### config.mk
export PLATFORM = sky130hd
export DESIGN_NAME = foc_pi_scheduler
export DESIGN_NICKNAME = d
export VERILOG_FILES = /design/src/rtl/foc_pkg.sv /design/src/rtl/pi_shared_mult.sv /design/src/rtl/foc_pi_scheduler.sv
export SDC_FILE = /design/constraint.sdc
export NUM_CORES = 1
export LEC_CHECK = 0
export CAP_MARGIN = 30
export CORE_UTILIZATION = 30
export CTS_CLUSTER_SIZE = 25
export DETAILED_ROUTE_END_ITERATION = 8
export DONT_BUFFER_PORTS = 1
export REMOVE_ABC_BUFFERS = 1
export SLEW_MARGIN = 0
export SYNTH_ARGS = -nofsm -noshare
export SYNTH_HDL_FRONTEND = slang
export SYNTH_SLANG_ARGS = --single-unit
### constraint.sdc
create_clock -name clk -period 15.05 [get_ports clk]
set_input_delay 1.505 -clock clk [delete_from_list [all_inputs] [get_ports clk]]
set_output_delay 1.505 -clock clk [all_outputs]
set_load 0.01 [all_outputs]
### src/rtl/foc_pkg.sv
// Shared types for the d/q PI scheduler: FSM state encoding and axis selection.
package foc_pkg;

  typedef enum logic [2:0] {
    IDLE = 3'd0,
    ERR  = 3'd1,
    PROP = 3'd2,
    INTG = 3'd3,
    SAT  = 3'd4,
    AW   = 3'd5,
    DONE = 3'd6
  } state_e;

  typedef enum logic {
    AXIS_D = 1'b0,
    AXIS_Q = 1'b1
  } axis_e;

  function automatic logic is_busy(input state_e s);
    return (s != IDLE) && (s != DONE);
  endfunction

endpackage

### src/rtl/pi_shared_mult.sv
// Single signed multiplier time-shared between the proportional, integral and back-calculation products.
module pi_shared_mult #(
  parameter int A_W = 10,
  parameter int B_W = 24
) (
  input  logic signed [A_W-1:0]     a_i,
  input  logic signed [B_W-1:0]     b_i,
  output logic signed [A_W+B_W-1:0] p_o
);

  localparam int P_W = A_W + B_W;

  // Full-precision product; both operands sign-extended so the result never wraps
  always_comb begin
    p_o = P_W'(a_i) * P_W'(b_i);
  end

endmodule

### src/rtl/foc_pi_scheduler.sv
// Sequential d/q PI current controller: one shared multiplier, 11-cycle step,
// saturating integrators with optional back-calculation anti-windup.
module foc_pi_scheduler
  import foc_pkg::*;
#(
  parameter int W           = 10,
  parameter int F           = 9,
  parameter int ANTI_WINDUP = 1
) (
  input  logic                clk,
  input  logic                nrst,
  input  logic                start,
  input  logic signed [W-1:0] id_ref,
  input  logic signed [W-1:0] iq_ref,
  input  logic signed [W-1:0] id_meas,
  input  logic signed [W-1:0] iq_meas,
  input  logic signed [W-1:0] kp,
  input  logic signed [W-1:0] ki,
  input  logic signed [W-1:0] kaw,
  input  logic signed [W-1:0] u_max,
  input  logic                int_hold,
  input  logic                int_clr,
  output logic signed [W-1:0] vd,
  output logic signed [W-1:0] vq,
  output logic                valid,
  output logic                busy,
  output logic                overrun
);

  localparam int IW = W + F + 2;
  localparam int EW = W + 1;
  // u_raw magnitude is bounded by 2^(2W+1); one spare bit keeps u_sat - u_raw exact
  localparam int UW = 2 * W + 3;
  localparam int DW = UW + 1;
  localparam int BW = (DW > IW) ? DW : IW;
  localparam int PW = W + BW;
  localparam int SW = PW + 2;
  localparam logic signed [IW-1:0] IMAX = {1'b0, {(IW-1){1'b1}}};
  localparam logic signed [IW-1:0] IMIN = {1'b1, {(IW-1){1'b0}}};

  function automatic logic signed [IW-1:0] sat_integ(input logic signed [SW-1:0] x);
    if (x > SW'(IMAX)) begin
      return IMAX;
    end else if (x < SW'(IMIN)) begin
      return IMIN;
    end else begin
      return IW'(x);
    end
  endfunction

  state_e state_q, state_d;
  axis_e  axis_q, axis_d;
  logic   ax_s, accept_s;

  logic signed [W-1:0]  ref_q [2];
  logic signed [W-1:0]  meas_q [2];
  logic signed [W-1:0]  kp_q, ki_q, kaw_q, umax_q;
  logic signed [EW-1:0] e_q;
  logic signed [PW-1:0] pp_q;
  logic signed [PW:0]   sum_q;
  logic signed [UW-1:0] u_raw_q, u_raw_s, umax_ext_s;
  logic signed [W-1:0]  u_sat_q, u_sat_s, res_d_q;
  logic signed [IW-1:0] integ_q [2];
  logic signed [IW-1:0] integ_d [2];
  logic signed [IW-1:0] integ_new_s;
  logic signed [SW-1:0] aw_s;
  logic signed [W-1:0]  mul_a_s;
  logic signed [BW-1:0] mul_b_s;
  logic signed [PW-1:0] mul_p_s;
  logic signed [W-1:0]  vd_q, vq_q;
  logic                 valid_q, busy_q, overrun_q;

  assign ax_s     = (axis_q == AXIS_Q);
  assign accept_s = start && ((state_q == IDLE) || (state_q == DONE));

  pi_shared_mult #(.A_W(W), .B_W(BW)) u_mult (
    .a_i (mul_a_s),
    .b_i (mul_b_s),
    .p_o (mul_p_s)
  );

  // FSM state and axis registers
  always_ff @(posedge clk or negedge nrst) begin
    if (!nrst) begin
      state_q <= IDLE;
      axis_q  <= AXIS_D;
    end else begin
      state_q <= state_d;
      axis_q  <= axis_d;
    end
  end

  // Next-state: five datapath states per axis, d before q
  always_comb begin
    state_d = state_q;
    axis_d  = axis_q;
    case (state_q)
      IDLE, DONE: begin
        if (start) begin
          state_d = ERR;
          axis_d  = AXIS_D;
        end else begin
          state_d = IDLE;
        end
      end
      ERR:  state_d = PROP;
      PROP: state_d = INTG;
      INTG: state_d = SAT;
      SAT:  state_d = AW;
      AW: begin
        if (axis_q == AXIS_D) begin
          state_d = ERR;
          axis_d  = AXIS_Q;
        end else begin
          state_d = DONE;
        end
      end
      default: begin
        state_d = IDLE;
        axis_d  = AXIS_D;
      end
    endcase
  end

  // Multiplier operand routing by state
  always_comb begin
    mul_a_s = '0;
    mul_b_s = '0;
    case (state_q)
      PROP: begin
        mul_a_s = kp_q;
        mul_b_s = BW'(e_q);
      end
      INTG: begin
        mul_a_s = ki_q;
        mul_b_s = BW'(integ_q[ax_s]);
      end
      AW: begin
        mul_a_s = kaw_q;
        mul_b_s = BW'(u_sat_q) - BW'(u_raw_q);
      end
      default: begin
        mul_a_s = '0;
        mul_b_s = '0;
      end
    endcase
  end

  // Output scaling and symmetric clamp; a non-positive limit forces zero
  always_comb begin
    u_raw_s    = UW'(sum_q >>> F);
    umax_ext_s = UW'(umax_q);
    if (umax_q[W-1] || (umax_q == '0)) begin
      u_sat_s = '0;
    end else if (u_raw_s > umax_ext_s) begin
      u_sat_s = umax_q;
    end else if (u_raw_s < -umax_ext_s) begin
      u_sat_s = -umax_q;
    end else begin
      u_sat_s = W'(u_raw_s);
    end
  end

  // Integrator update: clear beats the AW write, hold suppresses it
  always_comb begin
    if (ANTI_WINDUP != 0) begin
      aw_s = SW'(mul_p_s >>> F);
    end else begin
      aw_s = '0;
    end
    integ_new_s = sat_integ(SW'(integ_q[ax_s]) + SW'(e_q) + aw_s);
    integ_d[0]  = integ_q[0];
    integ_d[1]  = integ_q[1];
    if (int_clr) begin
      integ_d[0] = '0;
      integ_d[1] = '0;
    end else if ((state_q == AW) && !int_hold) begin
      integ_d[ax_s] = integ_new_s;
    end else begin
      integ_d[ax_s] = integ_q[ax_s];
    end
  end

  // Input snapshots and per-state datapath registers
  always_ff @(posedge clk or negedge nrst) begin
    if (!nrst) begin
      ref_q[0]   <= '0;
      ref_q[1]   <= '0;
      meas_q[0]  <= '0;
      meas_q[1]  <= '0;
      kp_q       <= '0;
      ki_q       <= '0;
      kaw_q      <= '0;
      umax_q     <= '0;
      e_q        <= '0;
      pp_q       <= '0;
      sum_q      <= '0;
      u_raw_q    <= '0;
      u_sat_q    <= '0;
      res_d_q    <= '0;
      integ_q[0] <= '0;
      integ_q[1] <= '0;
    end else begin
      integ_q[0] <= integ_d[0];
      integ_q[1] <= integ_d[1];
      if (accept_s) begin
        ref_q[0]  <= id_ref;
        ref_q[1]  <= iq_ref;
        meas_q[0] <= id_meas;
        meas_q[1] <= iq_meas;
        kp_q      <= kp;
        ki_q      <= ki;
        kaw_q     <= kaw;
        umax_q    <= u_max;
      end
      case (state_q)
        ERR:  e_q   <= EW'(ref_q[ax_s]) - EW'(meas_q[ax_s]);
        PROP: pp_q  <= mul_p_s;
        INTG: sum_q <= (PW+1)'(pp_q) + (PW+1)'(mul_p_s);
        SAT: begin
          u_raw_q <= u_raw_s;
          u_sat_q <= u_sat_s;
          if (axis_q == AXIS_D) begin
            res_d_q <= u_sat_s;
          end
        end
        default: begin
          e_q <= e_q;
        end
      endcase
    end
  end

  // Registered status and outputs; vd/vq change only on entry to DONE
  always_ff @(posedge clk or negedge nrst) begin
    if (!nrst) begin
      vd_q      <= '0;
      vq_q      <= '0;
      valid_q   <= 1'b0;
      busy_q    <= 1'b0;
      overrun_q <= 1'b0;
    end else begin
      valid_q   <= (state_d == DONE);
      busy_q    <= is_busy(state_d);
      overrun_q <= start && is_busy(state_q);
      if (state_d == DONE) begin
        vd_q <= res_d_q;
        vq_q <= u_sat_q;
      end
    end
  end

  assign vd      = vd_q;
  assign vq      = vq_q;
  assign valid   = valid_q;
  assign busy    = busy_q;
  assign overrun = overrun_q;

endmodule

Yosys cells after proc, flatten, opt, wreduce, memory -nomap -nowiden
Index checks and enable logic that the tools add are counted.

storage, ports and cells
  register bits after elaboration = 267

operators by class
  order comparisons = 6
  multiplexer cells = 27
  bitwise logic cells = 3
  reduce and logical (&&, ||, !) cells = 17
  equality and inequality tests = 10
  multiply operators = 1
  add/sub/neg operators = 7

operator list
  operator                number
  $mux W21                6
  $mux W10                9
  $bwmux W42              2
  $mux W42                2
  $pmux W24 S3            1
  $mul A10 B24 Y34        1
  $add A32 B32 Y32        1
  $pmux W10 S3            1
  $add A22 B25 Y26        1
  $gt A26 B21 Y1 const B  1
  $lt A26 B21 Y1 const B  1
  $sub A10 B23 Y24        1
  $gt A23 B10 Y1          1
  $lt A23 B23 Y1          1
  $neg A10 Y23            1
  $add A21 B11 Y22        1
  $demux W21 S1           1
  $pmux W3 S6             1
  $eq A3 B3 Y1 const B    4
  $sub A10 B10 Y11        1
  $logic_not A10 Y1       1
  $neg A10 Y10            1
  $eq A3 B2 Y1 const B    2
  $logic_and A1 B1 Y1     6
  other kinds (17)        23

Longest topological paths before layout
Gate-level depths: netlist of run 1.

  depth in word-level cells = 13
  depth in mapped cells = 48
  mapped depth without buffers = 46

Cells and area by module
Synthesis of run 1 repeated with hierarchy kept, for this count alone.

second synthesis, totals
  cell total of the unflattened synthesis = 2588
  area total of the unflattened synthesis = 24750.0 µm²

by module, submodules not included
  module            times used  area an instance (µm²)  cells an instance  seq. area each (µm²)
  foc_pi_scheduler  1           16318.2                 1598               6456.2
  pi_shared_mult    1           8431.8                  990                0.0

Worst setup path after synthesis of run 1
OpenSTA, ideal clock, no wires.

  kind = register -> register
  start point = register u_sat_q[0]
  end point = register integ_q[14] (netlist bit)
  slack = 4654 ps
  period minus slack after synthesis = 10396 ps
  data arrival time = 10262 ps
  stages on the path, launching flop included = 46
  required time = 14915 ps
  path through = dfrtp_1 inv_1 ha_1 inv_1 fa_1 a21o_1 a21o_1 a2111oi_2 o211ai_1 a211o_1 a21oi_1 xor2_1 o221ai_2 nand2_1 fa_1 fa_1 inv_1 fa_1 [10 not listed] a21o_1 a21oi_1 xor2_1 fa_1 inv_1 ha_1 buf_2 and3_4 and4_4 a32o_1 a21oi_2 a21oi_1 o21ai_0 xnor2_1 o41a_1 buf_6 o211ai_2 mux2i_1

between the ends
  longest elaborated chain between the ends = 10

ends and longest elaborated chain
  element                   line                     source
  start: declaration        foc_pi_scheduler.sv:62   logic signed [W-1:0] u_sat_q, u_sat_s, res_d_q;
  start signal: assignment  foc_pi_scheduler.sv:222  u_sat_q <= u_sat_s;
  $sub A10 B23 Y24 *        foc_pi_scheduler.sv:140  mul_b_s = BW'(u_sat_q) - BW'(u_raw_q);
  $pmux W24 S3 *            foc_pi_scheduler.sv:129  case (state_q)
  $mul A10 B24 Y34 *        pi_shared_mult.sv:15     p_o = P_W'(a_i) * P_W'(b_i);
  $add A22 B25 Y26 *        foc_pi_scheduler.sv:171  integ_new_s = sat_integ(SW'(integ_q[ax_s]) + SW'(e_q) + aw_s);
  $lt A26 B21 Y1            foc_pi_scheduler.sv:44   end else if (x < SW'(IMIN)) begin
  $mux W21                  foc_pi_scheduler.sv:44
  $mux W21 *                foc_pi_scheduler.sv:42   if (x > SW'(IMAX)) begin
  $bwmux W42 *              foc_pi_scheduler.sv:178  integ_d[ax_s] = integ_new_s;
  $mux W42 *                foc_pi_scheduler.sv:177  end else if ((state_q == AW) && !int_hold) begin
  $mux W42 *                foc_pi_scheduler.sv:174  if (int_clr) begin
  end: declaration          foc_pi_scheduler.sv:63   logic signed [IW-1:0] integ_q [2];

Every way passes the cells marked *; elsewhere a longest branch is shown, timed or not.
A chain may end at the register's enable or synchronous reset.

Worst setup path after layout of run 1
  start point = register u_sat_q[1]
  end point = register integ_q[10] (netlist bit)

The elaborated chain is that of the path after synthesis.

==> flow_summary.json, run 1 <==
{
  "dpl.hpwl_mm": 51.7,
  "finish.utilization_pct": 33.3,
  "synth_flop_cell": "dfrtp_1",
  "wl_per_cell_um": 17.6,
  "hold_viol": 0,
  "cts_buffers": 30,
  "nets": 3244,
  "rows": 105,
  "vias": 19200,
  "layout_common_cells": "388 x inv_1, 297 x nand2_1, 256 x dfrtp_1",
  "grt_pass1_wl_mm": 108,
  "diodes": 0,
  "post-route-min-period_ns": 12.31,
  "clk_path_buf_depth": 3,
  "grt_max_degree": 259,
  "ctsResizeCount": 0,
  "fin_hold_ws_ns": 0.485,
  "fill_cells": 8518,
  "status": "finished, final reports clean",
  "tightest_slew_ns": 1.26,
  "drt_iter0_markers": 1261,
  "die_x_um": 292,
  "r2r_cells": 42,
  "cts_tree": "done",
  "first_pass_iters": 5,
  "fmax_mhz": 81.2,
  "syn_area_mm2": 0.0252,
  "synthCells": 2759,
  "rsz0062_at_grt": "no",
  "die_y_um": 292,
  "ctsHtreeMaxLevel": 1,
  "grtUsageTotal_pct": 15.8,
  "maxSlewViolCount": 0,
  "start_util_pct": 30.5,
  "overflow": 0,
  "clk_latency_ns": 0.61,
  "synth_cell_type_count": 86,
  "relSlewSlack_pct": 15.7,
  "mostFrequentLayoutCell": "inv_1",
  "ys_ff_latch": 258,
  "crit_top_cell": "fa_1",
  "fp.dieArea_mm2": 0.0852,
  "ioPinCount": 108,
  "ys_seq_area_share_pct": 25.6,
  "worst-path-max-fanout": 20,
  "syn2layout_area_growth_pct": 9.07,
  "grt_pass1_vias": 18800,
  "routed_wirelength_mm": 67.0,
  "required_ns": 15.54,
  "hold_buffers": 0,
  "drive_gt1_share_pct": 8.83,
  "crit_path_max_incr_delay_ns": 0.82,
  "antenna_found_initial": 4,
  "place.port_buffers": 0,
  "setup_tns_ns": 0,
  "hold_class": "reg -> reg",
  "slowest_stage": "o22ai_1",
  "finalCritPeriodShare_pct": 81.8,
  "cts_setup_buffers": 0,
  "cts_sinks": 258,
  "synth.avg_cell_area_um2": 9.14,
  "vias_per_cell": 5.03,
  "drc": 0,
  "core_mm2": 0.0826,
  "final_antenna_net_count": 0,
  "clock_skew_ns": 0.0405,
  "start_kind": "flop",
  "async_flop_share_pct": 100,
  "place_congestion": 0.874,
  "clk_pin_slew_worst_paths_ns": 0.06,
  "path_class": "reg -> reg",
  "synth_edf_count": 0,
  "ys_warn_count": 0,
  "arrival_ns": 12.81,
  "hold_depth": 2,
  "clockRootBuffer": "clkbuf_16",
  "endpoint_kind": "flop",
  "finalSetupViolCount": 0,
  "drv_cap": 0
}
## layer usage
metal	part of all wire, %	wire length, um	GRT usage (%)	vias to the layer above
met4	2.2	1470	3.67	0
met5	0	0	0	-
li1	-	-	-	9149
met2	45	30300	24.8	470
met3	5.0	3350	2.14	78
met1	48	31900	22.8	9487
## cells in the mapped netlist, drive strengths merged, types with 61 or more instances
cell	number	area, um2
dfrtp	258	6460
inv	388	1460
ha	210	2630
clkbuf	85	319
xnor2	73	639
nor2	181	679
fa	231	4620
a21o	61	458
o21ai	218	1160
nand2	297	1110
a21oi	170	858
mux2	106	1190
## sequential cells by signal (all words and copies together) (netlist names), 3 cells and up
register  cells
sum_q        23
vd           10
umax_q       10
u_sat_q      10
state_q       3
ki_q         10
e_q          11
kp_q         10
u_raw_q      23
ref_q        20
meas_q       20
integ_q      42
vq           10
res_d_q      10
kaw_q        10
pp_q         32
## path summary, 6_finish.rpt
check	from	end	slack, ns
max	u_sat_q[1]$_DFFE_PN0P_	integ_q[10]$_DFFE_PN0P_	2.74
min	pp_q[1]$_DFFE_PN0N_	pp_q[1]$_DFFE_PN0N_	0.49
max reg2reg	u_sat_q[1]$_DFFE_PN0P_	integ_q[10]$_DFFE_PN0P_	2.74
min reg2reg	pp_q[1]$_DFFE_PN0N_	pp_q[1]$_DFFE_PN0N_	0.49
max in group asynchronous	nrst	kp_q[3]$_DFFE_PN0P_	13.40
min in group asynchronous	nrst	meas_q[18]$_DFFE_PN0P_	0.65
## critical path, delay by kind of cell, from the launching register on
family	cells	cell delay, ns
DFF	1	0.44
buffers and inverters	4	0.22
xor gates and xnor gates	2	0.45
and+or+nand+nor	7	1.54
AOI/OAI and AO/OA	20	5.47
adders and majority gates	9	4.05
## area by class of cell
type | instances | area (um2) | area share [%]
inverter | 389 | 1460 | 5.31
multi-input combinational | 2006 | 16900 | 61.4
timing repair buffer | 33 | 280 | 1.02
tap | 1070 | 1340 | 4.87
clock inverter | 14 | 199 | 0.724
clock buffer | 42 | 876 | 3.19
sequential | 258 | 6460 | 23.5
## logic make-up after synthesis
group                      count (synthesis)  synth area share, %
adders and majority gates                441                 28.8
muxes                                    156                 6.72
xor gates and xnor gates                 109                 3.79
AOI/OAI and AO/OA                        626                 15.6
buffers and inverters                    495                 7.49
and+or+nand+nor                          674                 12.0
DFF                                      258                 25.6
## stage by stage
step | instances | worst slack [ns] | area [um2]
floorplan | 2653 | 3.68 | 24800
global placement | 3754 | 3.09 | 26400
detailed placement | 3755 | 2.94 | 26400
CTS | 3811 | 2.85 | 27500
global route | 3812 | 2.20 | 27500
finish | 3812 | 2.74 | 27500
Power of run 1 is left out: the tool's default activity adds up to more than one toggle a clock period on the data nets, which glitch-free logic cannot reach.
==> run 2, diff against run 1 <==
==> constraint.sdc (replaced) <==
create_clock -name clk -period 12.8 [get_ports clk]
set_input_delay 1.28 -clock clk [delete_from_list [all_inputs] [get_ports clk]]
set_output_delay 1.28 -clock clk [all_outputs]
set_load 0.01 [all_outputs]
==> flow_summary.json, run 2 (synthesized netlist as in run 1, its figures left out) <==
{
  "rows": 105,
  "path_class": "reg -> reg",
  "routed_wirelength_mm": 68.5,
  "first_pass_iters": 5,
  "place.port_buffers": 0,
  "reg_top3": "integ_q (42), pp_q (32)",
  "crit_top_cell": "fa_1",
  "status": "finished, final reports clean",
  "critPathBufInv": 6,
  "finalCritPeriodShare_pct": 93.9,
  "maxSlewViolCount": 0,
  "grtUsageTotal_pct": 16.2,
  "fill_cells": 8447,
  "hold_viol": 0,
  "slowest_stage": "a2111oi_2",
  "dpl.hpwl_mm": 53.7,
  "syn2layout_area_growth_pct": 9.65,
  "hold_buffers": 0,
  "place_congestion": 0.900,
  "core_mm2": 0.0826,
  "vias_per_cell": 5.03,
  "ctsResizeCount": 0,
  "fmax_mhz": 83.2,
  "path_delay_family": "compound AO/OA/AOI/OAI gates",
  "antenna_found_initial": 3,
  "drt_iter0_markers": 1196,
  "cp.depth": 44,
  "clock_skew_ns": 0.0322,
  "start_util_pct": 30.5,
  "r2r_setup_slack_ns": 0.78,
  "grt_pass1_vias": 19100,
  "relSlewSlack_pct": 32.0,
  "final_antenna_net_count": 0,
  "crit_path_max_incr_delay_ns": 0.60,
  "grt_pass1_wl_mm": 110,
  "ctsHtreeMaxLevel": 1,
  "clk_latency_ns": 0.59,
  "overflow": 0,
  "worst-path-max-fanout": 20,
  "dpl-instance-area_mm2": 0.0265,
  "post-route-min-period_ns": 12.02,
  "clk_pin_slew_worst_paths_ns": 0.06,
  "place_ws_ns": 0.965,
  "clk_path_buf_depth": 3,
  "cts_tree": "done",
  "required_ns": 13.28,
  "die_x_um": 292,
  "fp.dieArea_mm2": 0.0852,
  "final_area_mm2": 0.0276,
  "endpoint_kind": "flop",
  "drive_gt1_share_pct": 9.35,
  "finalSetupViolCount": 0,
  "nets": 3260,
  "arrival_ns": 12.49,
  "mostFrequentLayoutCell": "inv_1",
  "ioPinCount": 108,
  "tightest_slew_ns": 1.02,
  "r2r_cells": 44,
  "multiInputGateArea_mm2": 0.0169,
  "regMostFlops": "integ_q",
  "cts_setup_buffers": 0,
  "layout_common_cells": "388 x inv_1, 297 x nand2_1, 256 x dfrtp_1",
  "setup_tns_ns": 0,
  "grt_max_degree": 259,
  "final-seq-area_mm2": 0.00646,
  "worst_slack_ns": 0.784,
  "fin_hold_ws_ns": 0.430,
  "start_kind": "flop",
  "cts_sinks": 258,
  "reg2reg_from": "u_sat_q[0]$_DFFE_PN0P_",
  "drv_cap": 0,
  "die_y_um": 292,
  "drc": 0,
  "hold_class": "in -> async",
  "cts_buffers": 30,
  "clockRootBuffer": "clkbuf_16",
  "largest_register_ffs": 42,
  "rsz0062_at_grt": "no",
  "wl_per_cell_um": 17.9,
  "reg2reg_to": "integ_q[34]$_DFFE_PN0P_",
  "vias": 19200
}
==> run 2: cell types whose count changed in the layout (fill, tap and decap cells not counted), sizes merged <==
cell,before,now
buf,33,49
bufinv,4,6
clkbuf,42,39
clkinv,6,7
diode,0,1
==> run 2: through the flow <==
stage	cells	utilization [%]
2_1_floorplan	2653	-
3_3_place_gp	3769	32.1
3_5_place_dp	3772	32.1
4_1_cts	3828	33.4
5_1_grt	3828	33.4
6_report	3829	33.4
==> run 2: worst max-delay path by stage <==
stage	startpoint	to	slack [ns]
floorplan	state_q[0]$_DFF_PN0_	integ_q[24]$_DFFE_PN0P_	1.43
global placement	u_sat_q[0]$_DFFE_PN0P_	integ_q[14]$_DFFE_PN0P_	1.13
detailed placement	u_sat_q[0]$_DFFE_PN0P_	integ_q[14]$_DFFE_PN0P_	0.97
CTS	u_sat_q[0]$_DFFE_PN0P_	integ_q[14]$_DFFE_PN0P_	0.89
global route	u_sat_q[0]$_DFFE_PN0P_	integ_q[14]$_DFFE_PN0P_	0.09
finish	u_sat_q[0]$_DFFE_PN0P_	integ_q[34]$_DFFE_PN0P_	0.78
==> run 2: cell type report <==
type,count,share of cell area [%]
clock buffer,39,3.02
tap,1070,4.84
antenna,1,0.00905
sequential,258,23.4
inverter,389,5.28
timing repair buffer,49,1.40
multi-input combinational,2006,61.1
clock inverter,17,0.982
==> run 2: per-layer routing <==
| metal | vias up | GRT usage, % | wire (um) |
|---|---|---|---|
| met5 | - | 0 | 27 |
| li1 | 9171 | - | - |
| met2 | 475 | 25.3 | 30700 |
| met4 | 4 | 3.80 | 1680 |
| met1 | 9514 | 23.1 | 31800 |
| met3 | 83 | 2.98 | 4340 |
Power of run 2 is left out for the same reason.
